===== src/rtl/ysyx_25060170_lsu.sv =====
// Load/store unit: EXU op -> bus request -> response -> WBU, with lane steering.
// Optional misalignment trap when YSYX_25060170_LSU_MISALIGN_CHECK_EN is defined.
module ysyx_25060170_lsu (
    input  logic        clk,
    input  logic        rst,
    input  logic        in_valid,
    output logic        in_ready,
    input  logic        mem_ren,
    input  logic        mem_wen,
    input  logic [2:0]  mem_funct3,
    input  logic [31:0] addr,
    input  logic [31:0] wdata,
    output logic        req_valid,
    input  logic        req_ready,
    output logic        req_wen,
    output logic [31:0] req_addr,
    output logic [31:0] req_wdata,
    output logic [3:0]  req_wmask,
    input  logic        rsp_valid,
    input  logic [31:0] rsp_rdata,
    output logic        out_valid,
    input  logic        out_ready,
    output logic [31:0] out_rdata,
    output logic        out_err
);

    localparam logic [1:0] S_IDLE = 2'd0;
    localparam logic [1:0] S_REQ  = 2'd1;
    localparam logic [1:0] S_WAIT = 2'd2;
    localparam logic [1:0] S_RESP = 2'd3;

    logic [1:0]  state_q, state_d;
    logic [31:0] addr_q, addr_d;
    logic [31:0] wdata_q, wdata_d;
    logic [31:0] rdata_q, rdata_d;
    logic [2:0]  funct3_q, funct3_d;
    logic        wen_q, wen_d;
    logic        ren_q, ren_d;
    logic        misalign;
    logic [7:0]  ld_b;
    logic [15:0] ld_h;
    logic [31:0] ld_ext;

`ifdef YSYX_25060170_LSU_MISALIGN_CHECK_EN
    logic err_q, err_d;
    logic in_half, in_word;

    assign in_half  = (mem_funct3[1:0] == 2'b01);
    assign in_word  = mem_funct3[1];
    assign misalign = (mem_ren | mem_wen) &
                      ((in_half & addr[0]) | (in_word & (addr[1:0] != 2'b00)));
    assign out_err  = err_q;

    always_ff @(posedge clk or posedge rst) begin
        if (rst) begin
            err_q <= 1'b0;
        end else begin
            err_q <= err_d;
        end
    end

    always_comb begin
        err_d = err_q;
        if (state_q == S_IDLE && in_valid) begin
            err_d = misalign;
        end
    end
`else
    assign misalign = 1'b0;
    assign out_err  = 1'b0;
`endif

    assign in_ready  = (state_q == S_IDLE);
    assign req_valid = (state_q == S_REQ);
    assign out_valid = (state_q == S_RESP);
    assign out_rdata = rdata_q;
    assign req_wen   = wen_q;
    assign req_addr  = {addr_q[31:2], 2'b00};

    // funct3[1:0]: 00 byte, 01 half, 1x word
    always_comb begin
        unique case (funct3_q[1:0])
            2'b00: begin
                req_wdata = {4{wdata_q[7:0]}};
                req_wmask = 4'b0001 << addr_q[1:0];
            end
            2'b01: begin
                req_wdata = {2{wdata_q[15:0]}};
                req_wmask = 4'b0011 << {addr_q[1], 1'b0};
            end
            default: begin
                req_wdata = wdata_q;
                req_wmask = 4'b1111;
            end
        endcase
        if (!wen_q) begin
            req_wmask = 4'b0000;
        end
    end

    always_comb begin
        unique case (addr_q[1:0])
            2'b00:   ld_b = rsp_rdata[7:0];
            2'b01:   ld_b = rsp_rdata[15:8];
            2'b10:   ld_b = rsp_rdata[23:16];
            default: ld_b = rsp_rdata[31:24];
        endcase
        ld_h = addr_q[1] ? rsp_rdata[31:16] : rsp_rdata[15:0];
        unique case (funct3_q)
            3'b000:  ld_ext = {{24{ld_b[7]}}, ld_b};
            3'b100:  ld_ext = {24'd0, ld_b};
            3'b001:  ld_ext = {{16{ld_h[15]}}, ld_h};
            3'b101:  ld_ext = {16'd0, ld_h};
            default: ld_ext = rsp_rdata;
        endcase
    end

    always_comb begin
        state_d  = state_q;
        addr_d   = addr_q;
        wdata_d  = wdata_q;
        rdata_d  = rdata_q;
        funct3_d = funct3_q;
        wen_d    = wen_q;
        ren_d    = ren_q;
        unique case (state_q)
            S_IDLE: begin
                if (in_valid) begin
                    addr_d   = addr;
                    wdata_d  = wdata;
                    funct3_d = mem_funct3;
                    wen_d    = mem_wen;
                    ren_d    = mem_ren & ~mem_wen;
                    rdata_d  = 32'd0;
                    if ((mem_ren | mem_wen) && !misalign) begin
                        state_d = S_REQ;
                    end else begin
                        state_d = S_RESP;
                    end
                end
            end
            S_REQ: begin
                if (req_ready) begin
                    state_d = S_WAIT;
                end
            end
            S_WAIT: begin
                if (rsp_valid) begin
                    rdata_d = ren_q ? ld_ext : 32'd0;
                    state_d = S_RESP;
                end
            end
            default: begin
                if (out_ready) begin
                    state_d = S_IDLE;
                end
            end
        endcase
    end

    always_ff @(posedge clk or posedge rst) begin
        if (rst) begin
            state_q  <= S_IDLE;
            addr_q   <= 32'd0;
            wdata_q  <= 32'd0;
            rdata_q  <= 32'd0;
            funct3_q <= 3'd0;
            wen_q    <= 1'b0;
            ren_q    <= 1'b0;
        end else begin
            state_q  <= state_d;
            addr_q   <= addr_d;
            wdata_q  <= wdata_d;
            rdata_q  <= rdata_d;
            funct3_q <= funct3_d;
            wen_q    <= wen_d;
            ren_q    <= ren_d;
        end
    end

endmodule


===== config.mk =====
export PLATFORM = sky130hd
export DESIGN_NAME = ysyx_25060170_lsu
export DESIGN_NICKNAME = d
export VERILOG_FILES = /design/src/rtl/ysyx_25060170_lsu.sv
export SDC_FILE = /design/constraint.sdc
export NUM_CORES = 1
export LEC_CHECK = 0
export ABC_AREA = 1
export CORE_MARGIN = 5
export CORE_UTILIZATION = 47
export DETAILED_ROUTE_END_ITERATION = 6
export PLACE_DENSITY = 0.95
export SLEW_MARGIN = 30
export SYNTH_ARGS = -nofsm -noshare
export SYNTH_HDL_FRONTEND = slang
export SYNTH_SLANG_ARGS = --single-unit

===== constraint.sdc =====
create_clock -name clk -period 6.15 [get_ports clk]
set_clock_uncertainty 0.15 [all_clocks]
set_input_delay 0.9225 -clock clk [delete_from_list [all_inputs] [get_ports clk]]
set_output_delay 0.9225 -clock clk [all_outputs]
set_load 0.02 [all_outputs]

# ---- Word level (Yosys, flattened, before mapping)
# Cells that the tools add are included.
dict set report totals {
  latchBits 0
  ram_bits 0
  mem_count 0
  elab_cells 49
  register_bits 103
  mem_bits_ro 0
  output_inout_bits 105
  in_bits 107
}
dict set report op_classes {
  addsub 0
  order_cmp 0
  n_shift 2
  n_reduce_logical 9
  n_mul 0
  div_mod_pow 0
  mux 16
  eq_ne 12
  bitwise_logic 3
}
# operator count
set op_table {}
lappend op_table {{$pmux 32 s2} 2}
lappend op_table {{$pmux 32 s4} 1}
lappend op_table {{$mux 32} 3}
lappend op_table {{$pmux 8 s3} 1}
lappend op_table {{$mux 16} 1}
lappend op_table {{$mux 2} 5}
lappend op_table {{$pmux 4 s2} 1}
lappend op_table {{$eq 2x1->1 const B} 3}
lappend op_table {{$eq 2x2->1 const B} 3}
lappend op_table {{$eq 3x3->1 const B} 2}
lappend op_table {{$logic_not 2->1} 3}
lappend op_table {{$pmux 2 s3} 1}
lappend op_table {{$mux 4} 1}
lappend op_table {{$ne 2x2->1 const B} 2}
lappend op_table {{$reduce_and 4->1} 1}
lappend op_table {{$reduce_bool 4->1} 1}
lappend op_table {{$shl 1x2->4 const A} 1}
lappend op_table {{$shl 2x2->4 const A} 1}
lappend op_table {{$eq 3x1->1 const B} 1}
lappend op_table {{$logic_not 3->1} 1}
lappend op_table {{$reduce_and 3->1} 1}
lappend op_table {{$ne 2x1->1 const B} 1}
lappend op_table {{$reduce_and 2->1} 1}
lappend op_table {{$reduce_bool 2->1} 1}
lappend op_table {{3 further kinds} 3}

# ---- Longest topological paths before layout
dict set report depth {
  word_depth 6
  mapped_depth 11
  mapped_depth_nobuf 9
}

# ---- Worst setup path before layout
# OpenSTA, ideal clock, no wires.
dict set report synth_path {
  kind {register -> output}
  from {register addr_q[1]}
  to {output port req_wmask[1]}
  slack_ns 3.788
  arrival_ns 1.290
  stages_incl_launch_ff 6
  path_buffers 2
  required_time_ns 5.077
  path_cell_list {dfrtp_1 > buf_4 > inv_2 > buf_2 > a21oi_1 > nor3_1}
}
dict set report synth_via {
  elab_chain_cells 3
  word_cells_on_any_way 4
  cone_classes {shift (2); mux (2)}
}
# item line_no
set synth_lines {}
lappend synth_lines {{start: declaration} 33} ;# logic [31:0] addr_q, addr_d;
lappend synth_lines {{start signal: assignment} 172} ;# addr_q <= addr_d;
lappend synth_lines {{$shl 2x2->4 / $shl 1x2->4 (equally long branches)} {89, 85}}
lappend synth_lines {{$pmux 4 s2 *} 82} ;# unique case (funct3_q[1:0])
lappend synth_lines {{$mux 4 *} 96} ;# if (!wen_q) begin
lappend synth_lines {{end: declaration} 18} ;# output logic [3:0] req_wmask,
# Mark *: on every way between the ends. The rest lies on a longest branch, timed or not.

# ---- Worst setup path in the final report
dict set report layout_path {
  from {register funct3_q[1]}
  to {output port req_wmask[1]}
}
dict set report layout_via {
  elab_chain_cells 3
  word_cells_on_any_way 4
  cone_classes {eq/ne (1); mux (2); reduce/logical (1)}
}
# item line_no
set layout_lines {}
lappend layout_lines {{start: declaration} 36} ;# logic [2:0] funct3_q, funct3_d;
lappend layout_lines {{start signal: assignment} 175} ;# funct3_q <= funct3_d;
lappend layout_lines {{$eq 2x1->1 / $logic_not 2->1 (equally long branches)} 82}
lappend layout_lines {{$pmux 4 s2 *} 82}
lappend layout_lines {{$mux 4 *} 96}
# Marks and branches as above.

==> flow_summary_export.csv <==
group,metric,value,unit
run_status,outcome,"complete, no violations",
synth,synth.most_common_cell,"nand2_1",
synth,synth_commonest_cells,"nand2_1, dfrtp_1, o21ai_0, inv_1, buf_4",
critical_path,rr_worst_depth,8,
synth,ys_ff_latch,103,
clock_tree,clock_latency,0.34,ns
timing,max_freq,255,MHz
synth,yosysSeqAreaShare,48.6,%
clock_tree,hold_buffers,0,
finish,fillers,879,
clock_tree,cts_buffers,9,
clock_tree,ctsRootBufferMaster,"clkbuf_16",
grt,grt_usage,23.9,%
clock_tree,clk_pin_slew,0.07,ns
timing,rsz0062_at_grt,"false",
route,first_pass_iters,5,
clock_tree,cts_setup_buffers,0,
critical_path,crit_type,"reg2out",
critical_path,worst_setup_path_end_kind,"output pin",
critical_path,worstReg2RegEnd,"addr_q[14]$_DFFE_PP0P_",
synth,synth-edff-count,0,
die,num_rows,38,
power,p_leak,3.69,nW
clock_tree,tritoncts,"built",
route,drtIter0Drc,414,
critical_path,start_kind,"flop",
synth,syn_avg_cell_area,7.49,sq um
route,routed_wl,16000,microns
synth,synthCells,709,
die,design.core.area,10900,sq um
placement,io_buffers,208,
flow_run,cap_violations,0,
hold_path,hold_path.class,"reg2reg",
critical_path,crit_slowest_cell,"dfrtp_2",
critical_path,rr_startpoint,"state_q[0]$_DFFE_PP0P_",
synth,synth.top_cell.area_share,48.6,%
synth,synth_ff_type,"dfrtp_1",
route,final_antenna_net_count,0,
placement,place.gp.congestion,0.937,
grt,grt_max_degree,59,
die,die_w,116,microns
timing,max_slew_margin,53.4,%
timing,setup_tns,0,ns
clock_tree,clk_path_buf_depth,2,
critical_path,path_depth,5,
grt,grt_antenna_before_repair,0,
synth,synth_async_sr_flop_share,100,%
clock_tree,clkSinkCount,103,
critical_path,critical_path.startpoint,"funct3_q[1]$_DFFE_PP0P_",
route,drc,0,
timing,slew_violations,0,
critical_path,cp.required,5.08,ns
critical_path,cp_max_fo,38,
placement,place_hpwl,12000,microns
critical_path,cpPeakStageDelay,0.83,ns
die,pin_count,212,
timing,hold_viol_final,0,
finish,fin_util,68.1,%
critical_path,crit_chain,"inv_4 > nand2_1 > nor2_2 > nor3_1 > clkdlybuf4s50_1",
die,start_util,48.5,%
clock_tree,cts-resized-gates,0,
route,via_per_inst,5.08,
critical_path,critPathTopFamily,"buffers and inverters",
timing,worst_pin_slew,0.699,ns
timing,period_share,63.8,%
die,die_h,116,microns
grt,grt-ovfl-total,0,
timing,post-route-min-period,3.92,ns
finish,layout-area-overhead-vs-synth,40.4,%
synth,synth_area,5310,sq um
critical_path,crit_path_end,"req_wmask[1]",
die,dieArea,13500,sq um
grt,grt_pass1_wl,25300,microns
route,num_vias,5105,
finish,diodes,0,
critical_path,path_buf_inv,2,
critical_path,worstPathArrival,2.85,ns
power,p_per_area,521,nW/um^2
synth,synth.distinct_cells,30,
timing,setup_violations,0,
power,irDropWorstVdd,0.399,mV
critical_path,r2r_slack,3.42,ns
route,routedWlPerCell,15.9,microns
finish,drive_above_1_share,3.70,%
synth,yosys_warnings,0,
grt,first_global_vias,5041,
synth,yosys-top-cells-area,"dfrtp_1, nand2_1, buf_4",
clock_tree,htreeDepth,3,
synth,yosysTopAreaCell,"dfrtp_1",
finish,fin_nets,971,
[cells by family after synthesis]
logic type / share of synthesized area [%]
AO/OA/AOI/OAI: 8.06
adder cells (fa/ha/maj): 0.943
buffers and inverters: 12.6
flip-flops: 48.6
other: 0.0707
AND/OR/NAND/NOR: 29.8
[placed cells by master, fill, tap and decap left out, types with 3 or more instances in the layout]
master	n
inv_1	49
ha_1	4
buf_4	3
clkdlybuf4s50_1	208
conb_1	3
clkinvlp_4	3
o21ai_0	53
nor2_4	3
nand2_1	323
dfrtp_1	102
nor2_1	31
inv_2	3
nand3_1	28
o211ai_1	6
clkbuf_16	9
a21oi_1	17
[metal layers]
| metal | wire length (microns) | part of all wire [%] | track usage, % | vias up |
|---|---|---|---|---|
| li1 | - | - | - | 2452 |
| met1 | 6120 | 38 | 30.2 | 2316 |
| met2 | 7650 | 48 | 38.7 | 276 |
| met3 | 1470 | 9.2 | 5.18 | 61 |
| met4 | 749 | 4.7 | 12.2 | 0 |
| met5 | 0 | 0 | 0 | - |
[through the flow]
step | worst slack [ns] | cells | power [mW] | instance area, sq um | hold WS (ns)
floorplan | 2.37 | 711 | 2.52 | 5320 | 0.299
global placement | 2.33 | 989 | 3.21 | 7140 | 0.311
detailed placement | 2.69 | 989 | 3.27 | 7140 | 0.315
CTS | 2.32 | 1005 | 3.89 | 7450 | 0.334
global route | 2.08 | 1005 | 4.14 | 7450 | 0.347
finish | 2.23 | 1005 | 3.88 | 7450 | 0.331
[report_power, final]
group          switching, mW  internal (mW)
Combinational           1.25          0.867
Sequential             0.214          0.936
Clock                  0.254          0.357
[sequential cells by signal (all words and copies together) (netlist names)]
name and flops:
ren_q 1, out_rdata 32, state_q 2, wdata_q 32, funct3_q 3, addr_q 32
req_wen 1
[worst min path at each step]
stage | start | to | slack, ns | cells past startpoint
CTS | out_rdata[14]$_DFFE_PP0P_ | out_rdata[14]$_DFFE_PP0P_ | 0.33 | 2
global route | out_rdata[14]$_DFFE_PP0P_ | out_rdata[14]$_DFFE_PP0P_ | 0.35 | 2
detailed placement | out_rdata[14]$_DFFE_PP0P_ | out_rdata[14]$_DFFE_PP0P_ | 0.32 | 2
floorplan | wdata_q[16]$_DFFE_PP0P_ | wdata_q[16]$_DFFE_PP0P_ | 0.30 | 2
global placement | addr_q[6]$_DFFE_PP0P_ | addr_q[6]$_DFFE_PP0P_ | 0.31 | 2
finish | out_rdata[21]$_DFFE_PP0P_ | out_rdata[21]$_DFFE_PP0P_ | 0.33 | 2
[worst min-delay path: stages (launching register included)]
cell and delay (ns):
dfrtp_1 0.34, nand2_1 0.05, nand2_1 0.06
[cell type report]
class                   count  area, sq um  area share [%]
flip-flops and latches    103         2580            34.6
repair buffers            211         2100            28.2
multi-input cells         481         2070            27.8
clock buffers              11          233            3.12
inverters                  54          208            2.79
well taps                 140          175            2.35
clock inverters             5         82.6            1.11
Power figures use the tool's default switching activity.
